## src/rtl/piece_action_scheduler.sv

```systemverilog
// rtl/piece_action_scheduler.sv - latches move/gravity/drop requests and issues them one at a time
// Fixed-priority arbiter feeding a valid/ready command port, with a completion wait and timeout abort.
module piece_action_scheduler #(
  parameter int TIMEOUT = 64,
  parameter int TW      = 7
) (
  input  logic          clk,
  input  logic          rst_n,
  input  logic          game_active,
  input  logic          req_left,
  input  logic          req_right,
  input  logic          req_rotate,
  input  logic          gravity_tick,
  input  logic          req_drop,
  input  logic          cmd_ready,
  input  logic          cmd_done,
  output logic          cmd_valid,
  output logic [2:0]    cmd_code,
  output logic          busy,
  output logic [4:0]    pending,
  output logic          timeout_err
);

  localparam logic [2:0] C_NONE   = 3'd0;
  localparam logic [2:0] C_LEFT   = 3'd1;
  localparam logic [2:0] C_RIGHT  = 3'd2;
  localparam logic [2:0] C_ROTATE = 3'd3;
  localparam logic [2:0] C_DOWN   = 3'd4;
  localparam logic [2:0] C_DROP   = 3'd5;

  typedef enum logic [1:0] {S_IDLE, S_ISSUE, S_WAIT} state_t;

  state_t          r_state;
  logic [TW-1:0]   r_cnt;
  logic [4:0]      r_pending;
  logic            r_valid;
  logic [2:0]      r_code;
  logic            r_busy;
  logic            r_err;

  logic [4:0]      w_req;
  logic [4:0]      w_clear;
  logic [2:0]      w_win_code;
  logic            w_accept;
  logic            w_cancel;
  logic            w_issue;

  assign w_req    = {req_drop, gravity_tick, req_rotate, req_right, req_left};
  assign w_accept = (r_state == S_ISSUE) && r_valid && cmd_ready;
  // Opposing horizontal moves cancel when nothing higher-priority is waiting.
  assign w_cancel = (r_state == S_IDLE) && game_active &&
                    (r_pending[1:0] == 2'b11) && (r_pending[4:2] == 3'b000);
  assign w_issue  = (r_state == S_IDLE) && game_active && (|r_pending) && !w_cancel;

  always_comb begin
    w_win_code = C_NONE;
    if (r_pending[4])      w_win_code = C_DROP;
    else if (r_pending[3]) w_win_code = C_DOWN;
    else if (r_pending[2]) w_win_code = C_ROTATE;
    else if (r_pending[0]) w_win_code = C_LEFT;
    else if (r_pending[1]) w_win_code = C_RIGHT;
  end

  // Clear uses the latched code so a late higher-priority request cannot retarget the accept.
  always_comb begin
    w_clear = 5'b00000;
    if (w_accept) begin
      case (r_code)
        C_LEFT:   w_clear = 5'b00001;
        C_RIGHT:  w_clear = 5'b00010;
        C_ROTATE: w_clear = 5'b00100;
        C_DOWN:   w_clear = 5'b01000;
        C_DROP:   w_clear = 5'b11111;
        default:  w_clear = 5'b00000;
      endcase
    end
    if (w_cancel) w_clear = 5'b00011;
  end

  always_ff @(posedge clk or negedge rst_n) begin
    if (!rst_n) begin
      r_pending <= 5'b00000;
    end else if (!game_active) begin
      r_pending <= 5'b00000;
    end else begin
      r_pending <= (r_pending & ~w_clear) | w_req;
    end
  end

  always_ff @(posedge clk or negedge rst_n) begin
    if (!rst_n) begin
      r_state <= S_IDLE;
      r_cnt   <= '0;
      r_valid <= 1'b0;
      r_code  <= C_NONE;
      r_busy  <= 1'b0;
      r_err   <= 1'b0;
    end else begin
      case (r_state)
        S_IDLE: begin
          r_cnt <= '0;
          if (w_issue) begin
            r_state <= S_ISSUE;
            r_valid <= 1'b1;
            r_code  <= w_win_code;
            r_busy  <= 1'b1;
          end else begin
            r_valid <= 1'b0;
            r_code  <= C_NONE;
            r_busy  <= 1'b0;
          end
        end
        S_ISSUE: begin
          if (cmd_ready) begin
            r_state <= S_WAIT;
            r_valid <= 1'b0;
            r_cnt   <= '0;
          end
        end
        S_WAIT: begin
          if (cmd_done) begin
            r_state <= S_IDLE;
            r_code  <= C_NONE;
            r_busy  <= 1'b0;
            r_cnt   <= '0;
          end else if (r_cnt == TW'(TIMEOUT - 1)) begin
            r_state <= S_IDLE;
            r_code  <= C_NONE;
            r_busy  <= 1'b0;
            r_cnt   <= '0;
            r_err   <= 1'b1;
          end else begin
            r_cnt <= r_cnt + TW'(1);
          end
        end
        default: begin
          r_state <= S_IDLE;
          r_valid <= 1'b0;
          r_code  <= C_NONE;
          r_busy  <= 1'b0;
          r_cnt   <= '0;
        end
      endcase
    end
  end

  assign cmd_valid   = r_valid;
  assign cmd_code    = r_code;
  assign busy        = r_busy;
  assign pending     = r_pending;
  assign timeout_err = r_err;

endmodule
```

## config.mk

```make
export PLATFORM = sky130hd
export DESIGN_NAME = piece_action_scheduler
export DESIGN_NICKNAME = d
export VERILOG_FILES = /design/src/rtl/piece_action_scheduler.sv
export SDC_FILE = /design/constraint.sdc
export NUM_CORES = 1
export LEC_CHECK = 0
export CAP_MARGIN = 20
export CORE_MARGIN = 4
export CORE_UTILIZATION = 53
export CTS_CLUSTER_SIZE = 20
export DETAILED_ROUTE_END_ITERATION = 7
export PLACE_DENSITY = 0.85
export SETUP_SLACK_MARGIN = 0.02
export SYNTH_ARGS = -nofsm -noshare
export SYNTH_HDL_FRONTEND = slang
export SYNTH_SLANG_ARGS = --single-unit
```

## constraint.sdc

```tcl
create_clock -name clk -period 2.14 [get_ports clk]
set_input_delay 0.428 -clock clk [delete_from_list [all_inputs] [get_ports clk]]
set_output_delay 0.428 -clock clk [all_outputs]
set_load 0.02 [all_outputs]
```

==> metrics, run 1 <==
Site Rows 15; Initial Utilization 0.577; Worst path slowest cell clkdlybuf4s50_1; Setup TNS 0 ns; number of buffers added on ports 20; Ports 21; post-placement cell area 1240 sq um; initial antenna violation count 0; final wirelength 2240 microns; DRC viols 0; Hold Path Class in2async; GP Congestion 0.846; Die Y 52.1 microns; maxcap violations 0; Syn Nets 116; Largest delay share family, worst path buffers and inverters; CTS tree yes; root buffer cell clkbuf_4; post-synthesis sequential area ratio 0.487; Max VDD drop 0.513 mV; largest net degree at the start of global routing 21; total core area 1780 sq um; fmax 538 MHz; Clock Tree Buf Depth 2; Detail Route Antenna Nets 0; hpwl dp 1650 microns; Critical Path End Type output port; Max Clock Skew 0.00338 ns; Vias 866; fin area 1260 sq um; Slew HR 0.643; outcome finished clean; Syn Area/Cell 9.80 sq um; die width 52.1 microns; CP bufs+invs 1; most frequent cells in the layout dfrtp_1 (20), clkdlybuf4s50_1 (20), nor2_1 (10), o21ai_0 (10), nand2_1 (9); critical path, cell by cell clkdlybuf4s50_1; max-slew violation count 0; leakage 0.537 nW; latest clock arrival within the worst-skew pair 0.28 ns; first-pass GRT wire length 3740 microns; Iter 0 DRT Violations 29; Wirelength per Cell 14.8 microns; area delta synth->final 22.9%; final setup vio count 0; crit path time final 1.86 ns; layout cell share with drive strength beyond 1 0.0794; total CTS buffers 3; Fill cells 145; clock-pin slew on the worst setup and hold paths 0.10 ns; gr ovfl total 0; cts hold-fix bufs 0; Synthesis Warnings 0; Pwr Density 908 nW/um^2; critical path's largest stage delay 0.66 ns; All-Layer GR Usage 0.185; DRT Pass-1 Iters 5; endpoints failing hold 0; Worst EP required 1.71 ns; Final Cycle Share 0.869; critical path type reg2out; diodes inserted 0; Critical Path AT 1.43 ns; Cell Area, Synth 1030 sq um; TritonCTS sink count 20; RSZ-0062 raised after global routing no; CP startpoint kind register; crit-path max FO 8; Post-synth top flop dfrtp_1; setup bufs post-CTS 0; number of global-route vias before repair 829; Nets 139; H-tree Lvls 1; post-synth cell types 36; CTS resizes 0; number of synthesized flops with an enable pin 0; die area 2710 sq um; Worst Tran Pin Value 0.533 ns; post-synthesis register bit count 20; Via-to-Cell Ratio 5.74; FFs w/ async S/R, synth 1.00; Mapped Cells 105
==> synth_stat cells, types with 3 or more instances <==
| cell | n | area share |
|---|---|---|
| a31oi_1 | 4 | 0.024 |
| o21ai_0 | 10 | 0.049 |
| nor3b_1 | 3 | 0.022 |
| nor2_1 | 10 | 0.037 |
| dfrtp_1 | 20 | 0.49 |
| a21oi_1 | 8 | 0.039 |
| inv_1 | 5 | 0.018 |
| nand3_1 | 3 | 0.015 |
| nand2_1 | 9 | 0.033 |
==> cell families after synthesis <==
| logic type | count (synthesis) | synth area share |
|---|---|---|
| simple gates | 38 | 0.204 |
| fa+ha+maj | 1 | 0.0122 |
| xor+xnor | 2 | 0.0170 |
| flops | 20 | 0.487 |
| buf+inv | 8 | 0.0438 |
| mux | 1 | 0.00973 |
| compound gates | 35 | 0.226 |
==> worst paths after layout <==
| check | end | depth (start not counted) | slack [ns] | startpoint |
|---|---|---|---|---|
| worst max register to register | r_cnt[3]$_DFFE_PN0N_ | 5 | 0.59 | r_cnt[0]$_DFFE_PN0N_ |
| worst max-delay path | cmd_code[1] | 1 | 0.28 | cmd_code[1]$_DFFE_PN0P_ |
| worst min register to register | timeout_err$_DFFE_PN0P_ | 1 | 0.48 | timeout_err$_DFFE_PN0P_ |
| max in group asynchronous | r_cnt[0]$_DFFE_PN0N_ | 2 | 1.46 | rst_n |
| worst min-delay path | r_state[0]$_DFFE_PN0P_ | 2 | 0.47 | rst_n |
| min in group clk | timeout_err$_DFFE_PN0P_ | 1 | 0.48 | timeout_err$_DFFE_PN0P_ |
==> area by class of cell <==
| class | instances | area, sq um | share of cell area |
|---|---|---|---|
| repair buffers | 21 | 208 | 0.164 |
| multi-input cells | 77 | 483 | 0.382 |
| clock buffers | 3 | 22.5 | 0.0178 |
| flip-flops and latches | 20 | 500 | 0.396 |
| well taps | 25 | 31.3 | 0.0248 |
| inverters | 5 | 18.8 | 0.0149 |
==> sequential cells by signal, summed over array words and instances, names as in the netlist <==
signal       flops
timeout_err      1
busy             1
cmd_code         3
pending          5
cmd_valid        1
r_state          2
r_cnt            7
==> worst register-to-register path, stage by stage (launching register included) <==
cell     delay, ns
dfrtp_1       0.42
ha_1          0.25
and4_1        0.29
a31o_4        0.20
nor2_1        0.05
a211o_1       0.23
==> stage by stage <==
step                      utilization  std cells  hold WS (ns)  power, mW  worst slack (ns)
after global placement          0.696        148         0.462      0.976             0.348
final                           0.709        151         0.473       1.15             0.280
after CTS                       0.709        151         0.470       1.16             0.264
after floorplan                     -        105         0.132      0.841             0.758
after global routing            0.709        151         0.478       1.23             0.206
after detailed placement        0.696        148         0.457      0.988             0.334
==> routing by layer <==
metal,global-route usage,vias up,part of all wire
met5,0,-,0
met4,0.0524,0,0.0081
met3,0.0344,2,0.027
met2,0.295,16,0.48
met1,0.255,421,0.49
li1,-,427,-
==> where the power goes <==
part	leakage (nW)	switching, mW	internal [mW]
Clock	0.0138	0.0985	0.0653
Sequential	0.265	0.112	0.445
Combinational	0.259	0.219	0.207
Total	0.537	0.430	0.717
(Power assumes the default switching activity.)
==> inputs of run 2 (changes only) <==
--- a/config.mk
+++ b/config.mk
@@ -7,10 +7,10 @@
 export LEC_CHECK = 0
 export CAP_MARGIN = 20
 export CORE_MARGIN = 4
-export CORE_UTILIZATION = 53
+export CORE_UTILIZATION = 45
 export CTS_CLUSTER_SIZE = 20
 export DETAILED_ROUTE_END_ITERATION = 7
-export PLACE_DENSITY = 0.85
+export PLACE_DENSITY = 0.77
 export SETUP_SLACK_MARGIN = 0.02
 export SYNTH_ARGS = -nofsm -noshare
 export SYNTH_HDL_FRONTEND = slang
==> constraint.sdc (replaced) <==
create_clock -name clk -period 1.7 [get_ports clk]
set_input_delay 0.34 -clock clk [delete_from_list [all_inputs] [get_ports clk]]
set_output_delay 0.34 -clock clk [all_outputs]
set_load 0.02 [all_outputs]
==> run 2 against run 1 <==
  * Clock power grew 150%
  * Largest power group unchanged
  * Sequential share of layout area decreased by 2.7 points
  * Core utilization is 9.0 points lower
  * Largest cell class unchanged
  * Sequential cell count unchanged
  * Critical path type unchanged
  * Combinational power grew 50%
  * Die area up 15%
  * Non-clock buffer count grew 8
  * Worst setup slack got worse by 0.23 ns
==> metrics, run 2 (same netlist as run 1, synthesis figures left out) <==
maxcap violations 0; number of global-route vias before repair 938; post-placement cell area 1310 sq um; area delta synth->final 31.9%; FF-to-FF End cmd_code[0]$_DFFE_PN0P_; Ports 21; hpwl dp 1810 microns; Wirelength per Cell 15.3 microns; number of buffers added on ports 20; placed cells 159; Iter 0 DRT Violations 29; clock-pin slew on the worst setup and hold paths 0.13 ns; Hold Path Class in2async; CP bufs+invs 1; Worst Tran Pin Value 0.514 ns; Via-to-Cell Ratio 5.61; Final Cycle Share 0.970; Most flops, register r_cnt; most common cell after layout, fill and taps aside dfrtp_1; cell depth of the worst flop-to-flop path 5; DRC viols 0; RSZ-0062 raised after global routing no; initial antenna violation count 0; Site Rows 17; worst reg2reg path startpoint r_cnt[0]$_DFFE_PN0N_; GP Congestion 0.795; outcome finished clean; critical path's largest stage delay 0.61 ns; Worst Hold Slack 0.347 ns; fin area 1360 sq um; first-pass GRT wire length 4370 microns; Die Y 55.8 microns; Pwr Density 1260 nW/um^2; Worst path slowest cell clkdlybuf4s50_1; Post-Layout Cell Count 163; CTS tree yes; post-place setup slack 0.0104 ns; layout cell share with drive strength beyond 1 0.141; fmax 607 MHz; latest clock arrival within the worst-skew pair 0.31 ns; crit-path max FO 2; Clock Tree Buf Depth 2; DRT Pass-1 Iters 4; Vias 915; max-slew violation count 0; Max Clock Skew 0.00726 ns; diodes inserted 0; root buffer cell clkbuf_4; Max VDD drop 0.679 mV; die area 3110 sq um; crit path time final 1.65 ns; Setup TNS 0 ns; Nets 147; final setup vio count 0; die width 55.8 microns; cts hold-fix bufs 0; Worst EP required 1.36 ns; Slew HR 0.655; All-Layer GR Usage 0.177; H-tree Lvls 1; total CTS buffers 3; CP startpoint kind register; Detail Route Antenna Nets 0; fin worst setup slack 0.0517 ns; Critical Path End Type output port; total power 1.71 mW; endpoints failing hold 0; leakage 0.657 nW; Initial Utilization 0.469; critical path, cell by cell clkdlybuf4s50_1; setup bufs post-CTS 0; critical path type reg2out; Critical Path AT 1.31 ns; total core area 2190 sq um; R2R setup slack 0.12 ns; gr ovfl total 0; max reg flops 7; Largest delay share family, worst path buffers and inverters; largest net degree at the start of global routing 21; TritonCTS sink count 20; final design utilization 0.619; final wirelength 2500 microns; most frequent cells in the layout dfrtp_1 (20), nor2_1 (10), o21ai_0 (10), clkdlybuf4s50_1 (10)
-- run 2: changes by cell type in the layout (fill, tap and decap cells not counted) --
cell | before | now
clkdlybuf4s50_1 | 20 | 10
bufinv_16 | 0 | 1
dlygate4sd2_1 | 0 | 7
buf_4 | 1 | 9
dlymetal6s2s_1 | 0 | 3
-- run 2: where the power goes --
group / leakage (nW) / internal (mW) / switching (mW)
sequential: 0.265 / 0.560 / 0.104
combinational: 0.364 / 0.302 / 0.338
clock: 0.0279 / 0.238 / 0.164
total: 0.657 / 1.10 / 0.607
-- run 2: layout make-up --
class	instances	area, sq um
fill	185	835
tap	28	35.0
multi-input combinational	77	483
clock inverter	1	30.0
timing repair buffer	29	267
inverter	5	18.8
clock buffer	3	22.5
sequential	20	500
-- run 2: worst max path at each step --
| stage | startpoint | endpoint | slack, ns | depth (start not counted) |
|---|---|---|---|---|
| floorplan | r_state[0]$_DFFE_PN0P_ | cmd_code[0]$_DFFE_PN0P_ | 0.32 | 5 |
| global placement | cmd_done | r_cnt[5]$_DFFE_PN0N_ | 0.005 | 4 |
| detailed placement | cmd_done | cmd_code[0]$_DFFE_PN0P_ | 0.01 | 5 |
| CTS | busy$_DFFE_PN0P_ | busy | 0.04 | 1 |
| global route | cmd_code[1]$_DFFE_PN0P_ | cmd_code[1] | 0.02 | 1 |
| finish | cmd_code[1]$_DFFE_PN0P_ | cmd_code[1] | 0.05 | 1 |
-- run 2: repair_timing --
item | CTS | global route
setup endpoints to repair | 7 | 3
gates resized for setup | 7 | 3
pin swaps | 0 | 0
gates cloned | 0 | 0
-- run 2: layer usage --
layer	vias to the layer above	wire, microns	global-route usage
met2	24	1220	0.289
met1	441	1130	0.241
met4	0	29	0.0625
met5	-	0	0
li1	446	-	-
met3	4	110	0.0232
-- run 2: worst reg2reg max path, cell delays in order (launching register included) --
cell and delay [ns]:
dfrtp_1 0.44, ha_1 0.24, and4_1 0.28, a31o_4 0.22, o21ai_2 0.08, a32o_1 0.21
